<file path="config.mk">
export PLATFORM = sky130hd
export DESIGN_NAME = frame_tx_flat
export DESIGN_NICKNAME = d
export VERILOG_FILES = /design/src/rtl/frame_tx_if.sv /design/src/rtl/frame_tx.sv /design/src/flat_wrapper.sv
export SDC_FILE = /design/constraint.sdc
export NUM_CORES = 1
export LEC_CHECK = 0
export BUFFER_PORTS_ARGS = -buffer_cell sky130_fd_sc_hd__buf_4
export CORE_UTILIZATION = 30
export CTS_BUF_LIST = sky130_fd_sc_hd__clkbuf_4 sky130_fd_sc_hd__clkbuf_8
export DETAILED_ROUTE_END_ITERATION = 10
export HOLD_SLACK_MARGIN = 0.08
export MAX_ROUTING_LAYER = met4
export PLACE_DENSITY_LB_ADDON = 0.15
export SYNTH_ARGS = -nofsm -noshare
export SYNTH_HDL_FRONTEND = slang
export SYNTH_SLANG_ARGS = --single-unit
</file>
<file path="constraint.sdc">
create_clock -name clk -period 3.4 [get_ports clk]
set_clock_uncertainty 0.15 [all_clocks]
set_input_delay 0.51 -clock clk [delete_from_list [all_inputs] [get_ports clk]]
set_output_delay 0.51 -clock clk [all_outputs]
set_load 0.1 [all_outputs]
</file>
<file path="src/rtl/frame_tx_if.sv">
// frame_tx_if: groups the frame transmitter's control, frame-buffer read and pixel
// stream signals. The master modport is the transmitter side; the slave modport is
// the environment (frame-buffer RAM, pixel sink and controller).
// When FRAME_TX_TPG_EN is defined, the interface also carries tpg_sel.
interface frame_tx_if #(
  parameter int PIX_W  = 8,
  parameter int ADDR_W = 17
);
  logic              start;
  logic              rd_en;
  logic [ADDR_W-1:0] rd_addr;
  logic [PIX_W-1:0]  rd_data;
  logic [PIX_W-1:0]  pix_data;
  logic              pix_valid;
  logic              pix_ready;
  logic              pix_sof;
  logic              pix_eol;
  logic              busy;
  logic              done;
`ifdef FRAME_TX_TPG_EN
  logic              tpg_sel;

  modport master (
    input  start, rd_data, pix_ready, tpg_sel,
    output rd_en, rd_addr, pix_data, pix_valid, pix_sof, pix_eol, busy, done
  );
  modport slave (
    output start, rd_data, pix_ready, tpg_sel,
    input  rd_en, rd_addr, pix_data, pix_valid, pix_sof, pix_eol, busy, done
  );
`else
  modport master (
    input  start, rd_data, pix_ready,
    output rd_en, rd_addr, pix_data, pix_valid, pix_sof, pix_eol, busy, done
  );
  modport slave (
    output start, rd_data, pix_ready,
    input  rd_en, rd_addr, pix_data, pix_valid, pix_sof, pix_eol, busy, done
  );
`endif
endinterface

</file>
<file path="src/rtl/frame_tx.sv">
// frame_tx: reads one H_PIXELS x V_LINES frame from a 1-cycle-latency frame buffer in
// raster order and streams it as valid/ready pixels with sof/eol tags.
// Pipeline: read issue (rd_en) -> data on rd_data -> output register, with a 2-entry
// skid FIFO behind the output register to absorb in-flight reads when the sink stalls.
// Optional feature: define FRAME_TX_TPG_EN to add tpg_sel, which replaces RAM data by
// the (col + row) test pattern with identical timing and tags.
module frame_tx #(
  parameter int H_PIXELS = 320,
  parameter int V_LINES  = 240,
  parameter int PIX_W    = 8,
  parameter int ADDR_W   = 17
) (
  input  logic       clk,
  input  logic       rst,
  frame_tx_if.master bus
);
  localparam int NPIX  = H_PIXELS * V_LINES;
  localparam int COL_W = (H_PIXELS > 1) ? $clog2(H_PIXELS) : 1;
  localparam int ROW_W = (V_LINES > 1) ? $clog2(V_LINES) : 1;
  localparam logic [ADDR_W-1:0] LAST_ADDR = ADDR_W'(NPIX - 1);
  localparam logic [COL_W-1:0]  LAST_COL  = COL_W'(H_PIXELS - 1);
  localparam logic [ROW_W-1:0]  LAST_ROW  = ROW_W'(V_LINES - 1);

  typedef enum logic [1:0] {IDLE, RUN, DRAIN} state_t;

  typedef struct packed {
    logic             last;
    logic             sof;
    logic             eol;
    logic [PIX_W-1:0] data;
  } word_t;

  state_t state_reg, state_next;

  // read-side counters
  logic [ADDR_W-1:0] addr_reg;
  logic [COL_W-1:0]  col_reg;
  logic [ROW_W-1:0]  row_reg;
  logic [ADDR_W-1:0] rd_addr_reg;

  // stage 1: read strobe cycle; stage 2: read data present on rd_data
  logic       s1_valid_reg, s2_valid_reg;
  logic [2:0] s1_tag_reg, s2_tag_reg;  // {last, sof, eol}

  word_t      fifo_reg [0:1];
  logic [1:0] fifo_count_reg;
  word_t      out_reg;
  logic       out_valid_reg;
  logic       done_reg;

  // combinational control
  logic       pop, out_free, fifo_pop, fifo_push, bypass, issue, last_xfer, done_next;
  logic [1:0] fifo_count_next;
  logic [1:0] wr_slot;
  word_t      s2_word;

`ifdef FRAME_TX_TPG_EN
  logic             tpg_reg;
  logic [PIX_W-1:0] s1_pix_reg, s2_pix_reg;

  // pattern pixels ride the same pipeline as RAM reads so timing is identical
  always_ff @(posedge clk) begin
    if (!rst) begin
      tpg_reg    <= 1'b0;
      s1_pix_reg <= '0;
      s2_pix_reg <= '0;
    end else begin
      if (state_reg == IDLE && bus.start)
        tpg_reg <= bus.tpg_sel;
      if (issue)
        s1_pix_reg <= PIX_W'(col_reg) + PIX_W'(row_reg);
      s2_pix_reg <= s1_pix_reg;
    end
  end

  assign bus.rd_en = s1_valid_reg & ~tpg_reg;
  assign s2_word   = {s2_tag_reg, tpg_reg ? s2_pix_reg : bus.rd_data};
`else
  assign bus.rd_en = s1_valid_reg;
  assign s2_word   = {s2_tag_reg, bus.rd_data};
`endif

  assign bus.rd_addr   = rd_addr_reg;
  assign bus.pix_valid = out_valid_reg;
  assign bus.pix_data  = out_reg.data;
  assign bus.pix_sof   = out_reg.sof;
  assign bus.pix_eol   = out_reg.eol;
  assign bus.busy      = (state_reg != IDLE);
  assign bus.done      = done_reg;

  // FSM state register
  always_ff @(posedge clk) begin
    if (!rst) state_reg <= IDLE;
    else      state_reg <= state_next;
  end

  // next state, FIFO steering and read-issue decision
  always_comb begin
    state_next = state_reg;
    done_next  = 1'b0;
    pop        = out_valid_reg & bus.pix_ready;
    out_free   = ~out_valid_reg | pop;
    fifo_pop   = out_free & (fifo_count_reg != 2'd0);
    bypass     = out_free & (fifo_count_reg == 2'd0) & s2_valid_reg;
    fifo_push  = s2_valid_reg & ~bypass;
    fifo_count_next = fifo_count_reg + 2'(fifo_push) - 2'(fifo_pop);
    wr_slot    = fifo_pop ? (fifo_count_reg - 2'd1) : fifo_count_reg;
    // FIFO occupancy plus reads still in flight after this edge stays within 2 words,
    // so every outstanding read always has a FIFO slot behind the output register.
    issue      = (state_reg == RUN) && ((fifo_count_next + 2'(s1_valid_reg)) < 2'd2);
    last_xfer  = pop & out_reg.last;
    unique case (state_reg)
      IDLE:    if (bus.start) state_next = RUN;
      RUN:     if (issue && addr_reg == LAST_ADDR) state_next = DRAIN;
      DRAIN:   if (last_xfer) begin
                 state_next = IDLE;
                 done_next  = 1'b1;
               end
      default: state_next = IDLE;
    endcase
  end

  // read-side address/col/row counters and the read pipeline
  always_ff @(posedge clk) begin
    if (!rst) begin
      addr_reg     <= '0;
      col_reg      <= '0;
      row_reg      <= '0;
      rd_addr_reg  <= '0;
      s1_valid_reg <= 1'b0;
      s2_valid_reg <= 1'b0;
      s1_tag_reg   <= '0;
      s2_tag_reg   <= '0;
    end else begin
      s1_valid_reg <= issue;
      s2_valid_reg <= s1_valid_reg;
      s2_tag_reg   <= s1_tag_reg;
      if (state_reg == IDLE && bus.start) begin
        addr_reg <= '0;
        col_reg  <= '0;
        row_reg  <= '0;
      end else if (issue) begin
        rd_addr_reg <= addr_reg;
        s1_tag_reg  <= {addr_reg == LAST_ADDR,
                        (col_reg == '0) && (row_reg == '0),
                        col_reg == LAST_COL};
        addr_reg    <= (addr_reg == LAST_ADDR) ? '0 : addr_reg + 1'b1;
        if (col_reg == LAST_COL) begin
          col_reg <= '0;
          row_reg <= (row_reg == LAST_ROW) ? '0 : row_reg + 1'b1;
        end else begin
          col_reg <= col_reg + 1'b1;
        end
      end
    end
  end

  // 2-entry skid FIFO, entry 0 is the head
  always_ff @(posedge clk) begin
    if (!rst) begin
      fifo_count_reg <= 2'd0;
    end else begin
      fifo_count_reg <= fifo_count_next;
      if (fifo_pop)
        fifo_reg[0] <= fifo_reg[1];
      if (fifo_push)
        fifo_reg[wr_slot[0]] <= s2_word;
    end
  end

  // output register: refilled from the FIFO head, or straight from the read data when
  // the FIFO is empty; held unchanged while valid and not accepted
  always_ff @(posedge clk) begin
    if (!rst) begin
      out_valid_reg <= 1'b0;
      out_reg       <= '0;
      done_reg      <= 1'b0;
    end else begin
      done_reg <= done_next;
      if (fifo_pop) begin
        out_reg       <= fifo_reg[0];
        out_valid_reg <= 1'b1;
      end else if (bypass) begin
        out_reg       <= s2_word;
        out_valid_reg <= 1'b1;
      end else if (pop) begin
        out_reg       <= '0;
        out_valid_reg <= 1'b0;
      end
    end
  end

endmodule

</file>
<file path="src/flat_wrapper.sv">
// flat-port wrapper written by rule: the top's interface ports become plain ports
module frame_tx_flat 
#(
  parameter int H_PIXELS = 320,
  parameter int V_LINES  = 240,
  parameter int PIX_W    = 8,
  parameter int ADDR_W   = 17
)
  (clk, rst, bus_start, bus_rd_data, bus_pix_ready, bus_rd_en, bus_rd_addr, bus_pix_data, bus_pix_valid, bus_pix_sof, bus_pix_eol, bus_busy, bus_done);
  frame_tx_if #(.PIX_W(PIX_W), .ADDR_W(ADDR_W)) bus_i ();
  input  logic clk;
  input  logic rst;
  input wire logic [$bits(bus_i.start)-1:0] bus_start;
  input wire logic [$bits(bus_i.rd_data)-1:0] bus_rd_data;
  input wire logic [$bits(bus_i.pix_ready)-1:0] bus_pix_ready;
  output wire logic [$bits(bus_i.rd_en)-1:0] bus_rd_en;
  output wire logic [$bits(bus_i.rd_addr)-1:0] bus_rd_addr;
  output wire logic [$bits(bus_i.pix_data)-1:0] bus_pix_data;
  output wire logic [$bits(bus_i.pix_valid)-1:0] bus_pix_valid;
  output wire logic [$bits(bus_i.pix_sof)-1:0] bus_pix_sof;
  output wire logic [$bits(bus_i.pix_eol)-1:0] bus_pix_eol;
  output wire logic [$bits(bus_i.busy)-1:0] bus_busy;
  output wire logic [$bits(bus_i.done)-1:0] bus_done;
  assign bus_i.start = bus_start;
  assign bus_i.rd_data = bus_rd_data;
  assign bus_i.pix_ready = bus_pix_ready;
  assign bus_rd_en = bus_i.rd_en;
  assign bus_rd_addr = bus_i.rd_addr;
  assign bus_pix_data = bus_i.pix_data;
  assign bus_pix_valid = bus_i.pix_valid;
  assign bus_pix_sof = bus_i.pix_sof;
  assign bus_pix_eol = bus_i.pix_eol;
  assign bus_busy = bus_i.busy;
  assign bus_done = bus_i.done;
  frame_tx #(.H_PIXELS(H_PIXELS), .V_LINES(V_LINES), .PIX_W(PIX_W), .ADDR_W(ADDR_W)) u_core (.clk(clk), .rst(rst), .bus(bus_i));
endmodule
</file>
==> impl_metrics.env <==
export IMPL_status="complete, no violations"
export IMPL_cts_resized_gates=0
export IMPL_syn_inst=439
export IMPL_p_per_area_mw_per_mm2=637
export IMPL_core_mm2=0.0139
export IMPL_hold_violations=0
export IMPL_post_cts_buffers=0
export IMPL_cp_start_kind="flip-flop"
export IMPL_drt_iter0_drc=242
export IMPL_worstSetupStartpoint="u_core.bus.pix_valid"
export IMPL_overflow=0
export IMPL_grtUsageMet3=0.0357
export IMPL_cts_tree="done"
export IMPL_grt_pass1_wl_mm=16.1
export IMPL_floorplan_initialDensity=0.308
export IMPL_fin_area_mm2=0.00496
export IMPL_ant_nets=0
export IMPL_ys_warn_count=0
export IMPL_place_hpwl_mm=6.73
export IMPL_post_route_period_util=0.870
export IMPL_min_path_type="in2reg"
export IMPL_gr_usage_all_layers=0.146
export IMPL_ys_types=45
export IMPL_grt_max_degree=36
export IMPL_clock_latency_ns=0.38
export IMPL_syn_nets=458
export IMPL_yosysMostFrequentCell="dfxtp_1"
export IMPL_synth_area_leader_cell="dfxtp_1"
export IMPL_grt_pass1_vias=3200
export IMPL_synth_seq_area_share=0.510
export IMPL_r2r_setup_slack_ns=0.44
export IMPL_finalPower_mw=3.16
export IMPL_use_met1=0.177
export IMPL_cts_htree_levels=3
export IMPL_setup_ws_ns=0.441
export IMPL_cap_violations=0
export IMPL_relSlewSlack=0.560
export IMPL_switching_share=0.402
export IMPL_clk_path_buf_depth=2
export IMPL_finalWeightedCongestion=0.781
export IMPL_power_frac_comb=0.348
export IMPL_max_freq_ghz=0.338
export IMPL_p_switching_mw=1.27
export IMPL_synth_top_cell_area_share=0.356
export IMPL_dieWidth_um=121
export IMPL_rr_worst_depth=10
export IMPL_holdWs_ns=0.169
export IMPL_syn_area_mm2=0.00428
export IMPL_synth_edf_count=22
export IMPL_met2_usage=0.233
export IMPL_routedWlPerCell_um=14.7
export IMPL_top_usage_layer="met2"
export IMPL_worst_pin_slew_ns=0.655
export IMPL_rows=43
export IMPL_dpl_cell_area_mm2=0.00479
export IMPL_setup_viol=0
export IMPL_final_util=0.357
export IMPL_p_clk_frac=0.217
export IMPL_cts_buffers=9
export IMPL_synth_async_reset_ratio=0
export IMPL_vias_per_cell=4.96
export IMPL_setup_tns_ns=0
export IMPL_ys_seq_elements=98
export IMPL_rsz0062_at_grt="no"
export IMPL_cp_required_ns=3.57
export IMPL_vias=3274
export IMPL_drc=0
export IMPL_drv_slew=0
export IMPL_synth_area_leaders="dfxtp_1, edfxtp_1, nand2_1"
export IMPL_drt_wl_total_mm=9.69
export IMPL_r2r_start="u_core.bus.pix_valid"
export IMPL_cts_reportedPaths_clkPinSlew_ns=0.10
export IMPL_r2r_end="u_core.row_reg[2]"
export IMPL_hold_buffers=0
export IMPL_dp_cells=644
export IMPL_syn_avg_cell_area_um2=9.74
export IMPL_io_buffers=42
export IMPL_root_buffer="clkbuf_8"
export IMPL_cp_arrival_ns=3.12
export IMPL_area_delta_synth_final_pct=15.9
export IMPL_p_int_mw=1.89
export IMPL_vdd_drop_max_uv=233
export IMPL_crit_end="u_core.row_reg[2]"
export IMPL_largest_register_ffs=22
export IMPL_pre_cts_slack_ns=0.0935
export IMPL_cts_sink_count=98
export IMPL_drive_above_1_share=0.188
export IMPL_n_antenna_cell=0
export IMPL_dieArea_mm2=0.0147
export IMPL_p_leak_nw=1.72
export IMPL_ys_flop_type="dfxtp_1"
export IMPL_final_cells=660
export IMPL_synthTopCellsByCount="dfxtp_1, nand2_1, nor2_1"
export IMPL_die_h_um=121
export IMPL_finalNetCount=494
export IMPL_critPathKind="reg2reg"
export IMPL_io_pins=43
export IMPL_endpoint_kind="flip-flop"
export IMPL_drtPass1Iterations=5
export IMPL_grt_antenna_before_repair=0
export IMPL_seq_power_share=0.435
export IMPL_cp_max_fo=6
export IMPL_nFillCells=1440
export IMPL_period_minus_slack_ns=2.96
[area by class of cell]
| cell class | count | area, um^2 | share of cell area |
|---|---|---|---|
| clock buffer | 9 | 124 | 0.0250 |
| sequential | 98 | 2190 | 0.441 |
| clock inverter | 7 | 45.0 | 0.00908 |
| timing repair buffer | 57 | 428 | 0.0863 |
| inverter | 12 | 45.0 | 0.00908 |
| tap | 180 | 225 | 0.0454 |
| multi-input combinational | 297 | 1910 | 0.384 |
[power by group through the flow]
stage                     Clock (mW)  Sequential [mW]  Combinational, mW
after floorplan                    0             1.50              0.715
after global placement             0             1.40               1.11
after detailed placement           0             1.40               1.11
after CTS                      0.723             1.38               1.11
after global routing           0.766             1.39               1.17
final                          0.685             1.37               1.10
[worst min path at each step]
stage | startpoint | to | slack (ns) | depth (start not counted)
after floorplan | u_core.s2_tag_reg[2] | u_core.fifo_reg[1][10] | 0.28 | 0
after global placement | u_core.s1_tag_reg[1] | u_core.s2_tag_reg[1] | 0.29 | 1
after detailed placement | u_core.s1_tag_reg[1] | u_core.s2_tag_reg[1] | 0.30 | 1
after CTS | bus_rd_data[6] | u_core.fifo_reg[1][6] | 0.14 | 1
after global routing | bus_rd_data[7] | u_core.fifo_reg[1][7] | 0.15 | 1
final | bus_rd_data[6] | u_core.fifo_reg[1][6] | 0.17 | 1
[cells in the final DEF, fill, tap and decap left out, types with 3 or more instances in the layout]
cell | netlist | routed
dfxtp_1 | 76 | 75
nand2_1 | 65 | 65
buf_4 | 8 | 57
nor2_1 | 30 | 30
edfxtp_1 | 22 | 22
a21boi_0 | 21 | 21
xnor2_1 | 15 | 15
nor2b_1 | 14 | 14
inv_1 | 12 | 12
a21oi_1 | 12 | 12
mux2_2 | 11 | 11
nand4_1 | 11 | 11
o21ai_0 | 11 | 11
a222oi_1 | 11 | 11
nand3_1 | 10 | 10
nor3_1 | 9 | 9
clkbuf_8 | 0 | 9
and2_1 | 8 | 8
nor4_1 | 7 | 7
ha_1 | 7 | 7
or3_1 | 6 | 6
or4_1 | 6 | 6
xor2_1 | 5 | 5
nor4b_1 | 4 | 4
and3_1 | 3 | 3
nand4b_1 | 3 | 3
a31oi_1 | 3 | 3
or4b_1 | 3 | 3
nand3b_1 | 3 | 3
[logic make-up after synthesis]
kind of cell	Yosys count	synth area share
XOR/XNOR	22	0.0500
adder cells (fa/ha/maj)	7	0.0205
AO/OA/AOI/OAI	66	0.109
buffers and inverters	44	0.0459
multiplexers	12	0.0313
AND/OR/NAND/NOR	190	0.233
flip-flops	98	0.510
[worst max-delay path, cell delays in order, from the launching register on]
cell and delay (ns):
dfxtp_4 0.37, nand2b_1 0.11, o21a_1 0.15, ha_1 0.28, inv_1 0.07, ha_1 0.15
xnor3_1 0.29, xor2_1 0.21, or4b_1 0.63, or3_1 0.35, a21oi_1 0.14
[routing by layer]
| metal | routed length (um) | part of all wire |
|---|---|---|
| met5 | 0 | 0 |
| met4 | 151 | 0.016 |
| met3 | 330 | 0.034 |
| met2 | 4660 | 0.48 |
| met1 | 4540 | 0.47 |
Note: power is estimated with default switching activity, not from simulation.
